--- src/rtl/ddr_pkg.sv ---
// Shared definitions for the DDR user-port controllers: command opcodes, arbiter
// states and requester IDs.
package ddr_pkg;

  localparam logic [2:0] CMD_READ  = 3'b001;
  localparam logic [2:0] CMD_WRITE = 3'b000;

  localparam logic REQ_R = 1'b0;
  localparam logic REQ_W = 1'b1;

  typedef enum logic [1:0] {
    StWaitCal = 2'd0,
    StIdle    = 2'd1,
    StIssue   = 2'd2,
    StGap     = 2'd3
  } arb_state_e;

endpackage

--- src/rtl/sync_2ff.sv ---
// Two-flop synchroniser for a single slow asynchronous level.
module sync_2ff (
  input  logic clk,
  input  logic reset,
  input  logic d,
  output logic q
);

  logic stage1_q;
  logic stage2_q;

  always_ff @(posedge clk or negedge reset) begin
    if (!reset) begin
      stage1_q <= 1'b0;
      stage2_q <= 1'b0;
    end else begin
      stage1_q <= d;
      stage2_q <= stage1_q;
    end
  end

  assign q = stage2_q;

endmodule

--- src/rtl/ddr_cmd_arbiter.sv ---
// Round-robin arbiter sharing one MCB command port between the display reader (R)
// and the pixel writer (W), with urgent-read priority and a starvation cap.
module ddr_cmd_arbiter
  import ddr_pkg::*;
#(
  parameter int unsigned ADDR_W       = 30,
  parameter int unsigned BL_W         = 6,
  parameter int unsigned STARVE_LIMIT = 8
) (
  input  logic              clk,
  input  logic              reset,
  input  logic              mem_calib_done,
  input  logic              cmd_full,
  input  logic [6:0]        wr_count,
  output logic              cmd_en,
  output logic [2:0]        cmd_instr,
  output logic [BL_W-1:0]   cmd_bl,
  output logic [ADDR_W-1:0] cmd_byte_addr,
  input  logic              r_req,
  input  logic              r_urgent,
  input  logic [ADDR_W-1:0] r_addr,
  input  logic [BL_W-1:0]   r_bl,
  output logic              r_ack,
  input  logic              w_req,
  input  logic [ADDR_W-1:0] w_addr,
  input  logic [BL_W-1:0]   w_bl,
  output logic              w_ack,
  output logic              calib_ok,
  output logic              busy
);

  localparam int unsigned SW = $clog2(STARVE_LIMIT + 1);
  localparam logic [SW-1:0] StarveMax = SW'(STARVE_LIMIT);

  arb_state_e    state;
  logic [SW-1:0] starve_cnt;
  logic          last_grant;

  logic       r_elig;
  logic       w_elig;
  logic       both_elig;
  logic       winner;
  logic [6:0] w_need;

  sync_2ff u_calib_sync (
    .clk   (clk),
    .reset (reset),
    .d     (mem_calib_done),
    .q     (calib_ok)
  );

  // A write is only eligible once its whole burst is already in the write FIFO.
  always_comb begin
    w_need    = 7'(w_bl) + 7'd1;
    r_elig    = r_req;
    w_elig    = w_req && (wr_count >= w_need);
    both_elig = r_elig && w_elig;

    if ((starve_cnt == StarveMax) && ((last_grant == REQ_R) ? w_elig : r_elig)) begin
      winner = ~last_grant;
    end else if (r_urgent && r_elig) begin
      winner = REQ_R;
    end else if (both_elig) begin
      winner = ~last_grant;
    end else if (r_elig) begin
      winner = REQ_R;
    end else begin
      winner = REQ_W;
    end
  end

  always_ff @(posedge clk or negedge reset) begin
    if (!reset) begin
      state         <= StWaitCal;
      starve_cnt    <= '0;
      last_grant    <= REQ_W;
      cmd_en        <= 1'b0;
      cmd_instr     <= 3'b000;
      cmd_bl        <= '0;
      cmd_byte_addr <= '0;
      r_ack         <= 1'b0;
      w_ack         <= 1'b0;
    end else begin
      unique case (state)
        StWaitCal: begin
          if (calib_ok) state <= StIdle;
        end
        StIdle: begin
          if (!calib_ok) begin
            state <= StWaitCal;
          end else if (!cmd_full && (r_elig || w_elig)) begin
            if (winner == REQ_R) begin
              cmd_instr     <= CMD_READ;
              cmd_bl        <= r_bl;
              cmd_byte_addr <= {r_addr[ADDR_W-1:2], 2'b00};
              r_ack         <= 1'b1;
            end else begin
              cmd_instr     <= CMD_WRITE;
              cmd_bl        <= w_bl;
              cmd_byte_addr <= {w_addr[ADDR_W-1:2], 2'b00};
              w_ack         <= 1'b1;
            end
            cmd_en <= 1'b1;
            if (both_elig && (winner == last_grant)) begin
              if (starve_cnt != StarveMax) starve_cnt <= starve_cnt + 1'b1;
            end else begin
              starve_cnt <= SW'(1);
            end
            last_grant <= winner;
            state      <= StIssue;
          end
        end
        StIssue: begin
          cmd_en <= 1'b0;
          r_ack  <= 1'b0;
          w_ack  <= 1'b0;
          state  <= StGap;
        end
        StGap: begin
          state <= StIdle;
        end
        default: state <= StWaitCal;
      endcase
    end
  end

  assign busy = (state != StIdle);

endmodule
--- config.mk ---
export PLATFORM = sky130hd
export DESIGN_NAME = ddr_cmd_arbiter
export DESIGN_NICKNAME = d
export VERILOG_FILES = /design/src/rtl/ddr_pkg.sv /design/src/rtl/sync_2ff.sv /design/src/rtl/ddr_cmd_arbiter.sv
export SDC_FILE = /design/constraint.sdc
export NUM_CORES = 1
export LEC_CHECK = 0
export ABC_CLOCK_PERIOD_IN_PS = 5100
export BUFFER_PORTS_ARGS = -buffer_cell sky130_fd_sc_hd__buf_2
export CAP_MARGIN = 20
export CORE_MARGIN = 5
export CORE_UTILIZATION = 51
export CTS_BUF_LIST = sky130_fd_sc_hd__clkbuf_2
export DETAILED_ROUTE_END_ITERATION = 8
export GPL_TIMING_DRIVEN = 0
export HOLD_SLACK_MARGIN = 0.12
export PLACE_DENSITY = 0.95
export SYNTH_ARGS = -nofsm -noshare
export SYNTH_HDL_FRONTEND = slang
export SYNTH_SLANG_ARGS = --single-unit
--- constraint.sdc ---
create_clock -name clk -period 5.1 [get_ports clk]
set_input_delay 0.255 -clock clk [delete_from_list [all_inputs] [get_ports clk]]
set_output_delay 0.255 -clock clk [all_outputs]
set_load 0.03 [all_outputs]
==> metrics.md <==
| Metric | Value |
|---|---|
| Status | finished clean |
| Resize count post-CTS | 0 |
| DR WL/cell | 16.0 um |
| Post-synthesis cell count | 253 |
| Die span in x | 80.9 um |
| Cell accounting for the most synthesized area | dfrtp_1 |
| DP HPWL | 5080 um |
| # IOs | 130 |
| Filler Cell Count | 294 |
| Final std cell area, no fill | 0.00403 sq mm |
| Post-synth ARST share | 1.00 |
| Worst min path class | input port to register |
| Synth unique cells | 41 |
| Critical Path Sink Type | register |
| CORE AREA | 0.00482 sq mm |
| Largest net degree at the start of global routing | 48 |
| Critical Path Start Type | input port |
| Syn Area/Cell | 10.1 sq um |
| Die Footprint | 0.00655 sq mm |
| Met3 wire length | 735 um |
| Max-cap viol count | 0 |
| Pwr dens | 456 mW/mm^2 |
| Overall Global Routing Usage | 0.239 |
| DRT Wirelength | 8310 um |
| Max-slew headroom | 0.594 |
| Setup WS post-layout | 1.76 ns |
| Area after DPL | 0.00327 sq mm |
| Number of synthesized flops with an enable pin | 0 |
| Dominant cell by count in the synthesized netlist | dfrtp_1 |
| Reg clk slew, reported paths | 0.26 ns |
| H-tree depth | 2 |
| Synth Warn # | 0 |
| Commonest cells in the synthesized netlist | 46 x dfrtp_1, 45 x nor2_1, 42 x a21oi_1 |
| Clk sinks | 47 |
| Die height | 80.9 um |
| Clock Skews | 0.0191 ns |
| Max layer used | met4 |
| Routed vias | 2,695 |
| Final Setup Violations | 0 |
| Dpl ws | 2.15 ns |
| Top post-synthesis cells by area | dfrtp_1 45%, mux2i_1 14%, a21oi_1 8.2%, ha_1 6.8%, nor2_1 6.6% |
| GP Congestion | 0.803 |
| Worst vdd ir | 0.325 mV |
| Nets | 549 |
| Layout cell share with drive strength beyond 1 | 0.327 |
| Rows | 25 |
| Drt drc | 0 |
| Cell Area, Synth | 0.00257 sq mm |
| Longest Clk Path Bufs | 2 |
| Wl on met1 | 3180 um |
| Worst endpoint required time | 5.42 ns |
| Initial DRT Pass Iterations | 4 |
| Share of the synthesized area in the top cell type | 0.449 |
| Layout area overhead | 56.9% |
| CTS tree | yes |
| R2r worst-path depth | 10 |
| Minimum clock period | 3.34 ns |
| Detail Route Antenna Nets | 0 |
| Setup TNS | 0 ns |
| Prevailing post-synth register cell | dfrtp_1 |
| Fmax | 300 MHz |
| GR Overflow Total | 0 |
| Initial antenna violation count | 0 |
| Final hold violation count | 0 |
| Clock latency at the later pin of the worst-skew pair | 0.43 ns |
| TritonCTS buffer count | 5 |
| I/O Buffers | 121 |
| First-pass GRT wire length | 12,200 um |
| Critical path class | input port to register |
| RSZ-0062 raised after global routing | false |
| Tcrit/Tclk final | 0.654 |
| Sequential share of the synthesized area | 0.459 |
| Vias in the first global route | 2,694 |
| Vias per std cell | 5.20 |
| Critical Path AT | 3.66 ns |
| Max Fanout on Critical Path | 10 |
| Fin Hold WS | 0.150 ns |
| Initial detailed-routing violation count | 118 |
| Final core utilization | 0.836 |
| Worst-Margin Slew | 0.607 ns |
| Pins Over Slew Limit | 0 |
| Worst Hold Path Cells | 3 |
| Initial core utilization | 0.533 |
| Routed met2 length | 4300 um |
| Synth Register Bits | 47 |
| Static leakage | 1.99 nW |
| Clock root buffer | clkbuf_2 |
[state kept, by name, indices dropped and copies added, names as in the netlist]
register               count
u_calib_sync.q             1
cmd_bl                     6
last_grant                 1
r_ack                      1
u_calib_sync.stage1_q      1
cmd_en                     1
state                      2
starve_cnt                 4
cmd_instr                  1
cmd_byte_addr             28
w_ack                      1
[layout by cell type, fill, tap and decap left out, drive strengths merged, types with 2 or more instances in the layout]
cell type	instances
dfrtp	46
a211oi	2
conb	4
dlygate4sd3	64
nor2	45
mux2	2
a21oi	42
ha	14
mux2i	35
bufinv	2
nand2b	2
inv	9
nand3	8
nand2	4
xor2	3
buf	132
clkbuf	11
o21ai	6
[final cells by class]
class / instances / area, sq um / share of cell area
Tap cell: 67 / 83.8 / 0.0208
Buffer: 16 / 134 / 0.0333
Sequential cell: 47 / 1180 / 0.292
Antenna cell: 1 / 2.50 / 0.000622
Clock inverter: 3 / 71.3 / 0.0177
Clock buffer: 5 / 25.0 / 0.00622
Multi-Input combinational cell: 185 / 1240 / 0.307
Timing Repair Buffer: 186 / 1270 / 0.314
Inverter: 8 / 30.0 / 0.00746
[through the flow]
| stage | total power [mW] | std cells |
|---|---|---|
| after floorplan | 1.22 | 256 |
| after global placement | 1.46 | 444 |
| after detailed placement | 1.50 | 444 |
| after CTS | 1.80 | 493 |
| after global routing | 1.94 | 517 |
| final | 1.84 | 518 |
[power by group]
part | total, mW | internal, mW | switching, mW
Clock | 0.266 | 0.135 | 0.130
Combinational | 0.936 | 0.330 | 0.606
Sequential | 0.635 | 0.535 | 0.100
[timing repair]
item / CTS / global route
setup buffers: 0 / 0
endpoints found under the hold margin: 68 / 18
hold buffers: 41 / 23
[worst max-delay path, cell delays in order]
cell	delay, ns
dlygate4sd3_1	0.53
buf_2	0.16
and3_1	0.18
nand3_1	0.09
xor2_1	0.15
ha_1	0.29
nand4_1	0.09
nor2_1	0.26
a211oi_2	0.15
o31a_1	0.33
buf_6	0.17
buf_12	0.16
mux2i_1	0.19
dlygate4sd3_1	0.59
a21oi_1	0.07
[kinds of logic (layout without fill, tap and decap cells)]
family          count (synthesis)  after routing  synth area share
fa+ha+maj                      14             14            0.0683
buf+inv                        24            218            0.0639
xor+xnor                        4              4            0.0137
compound gates                 60             60             0.135
mux                            37             37             0.145
simple gates                   66             66             0.114
other cells                     1              5           0.00146
flops                          47             47             0.459
[final timing paths]
path | start | endpoint | slack (ns)
hold reg to reg | u_calib_sync.stage1_q | u_calib_sync.q | 0.40
setup / recovery | w_bl[3] | cmd_byte_addr[6] | 1.76
setup reg to reg | starve_cnt[0] | cmd_byte_addr[6] | 2.60
hold / removal | w_addr[23] | cmd_byte_addr[23] | 0.15
min in group asynchronous | reset | cmd_byte_addr[25] | 0.69
max in group asynchronous | reset | last_grant | 3.87
[layer usage]
layer  vias up  GRT usage
li1       1269          -
met3        10     0.0543
met5         -          0
met2       145      0.445
met4         0     0.0659
met1      1271      0.271
Note: power is estimated with default switching activity, not from simulation.
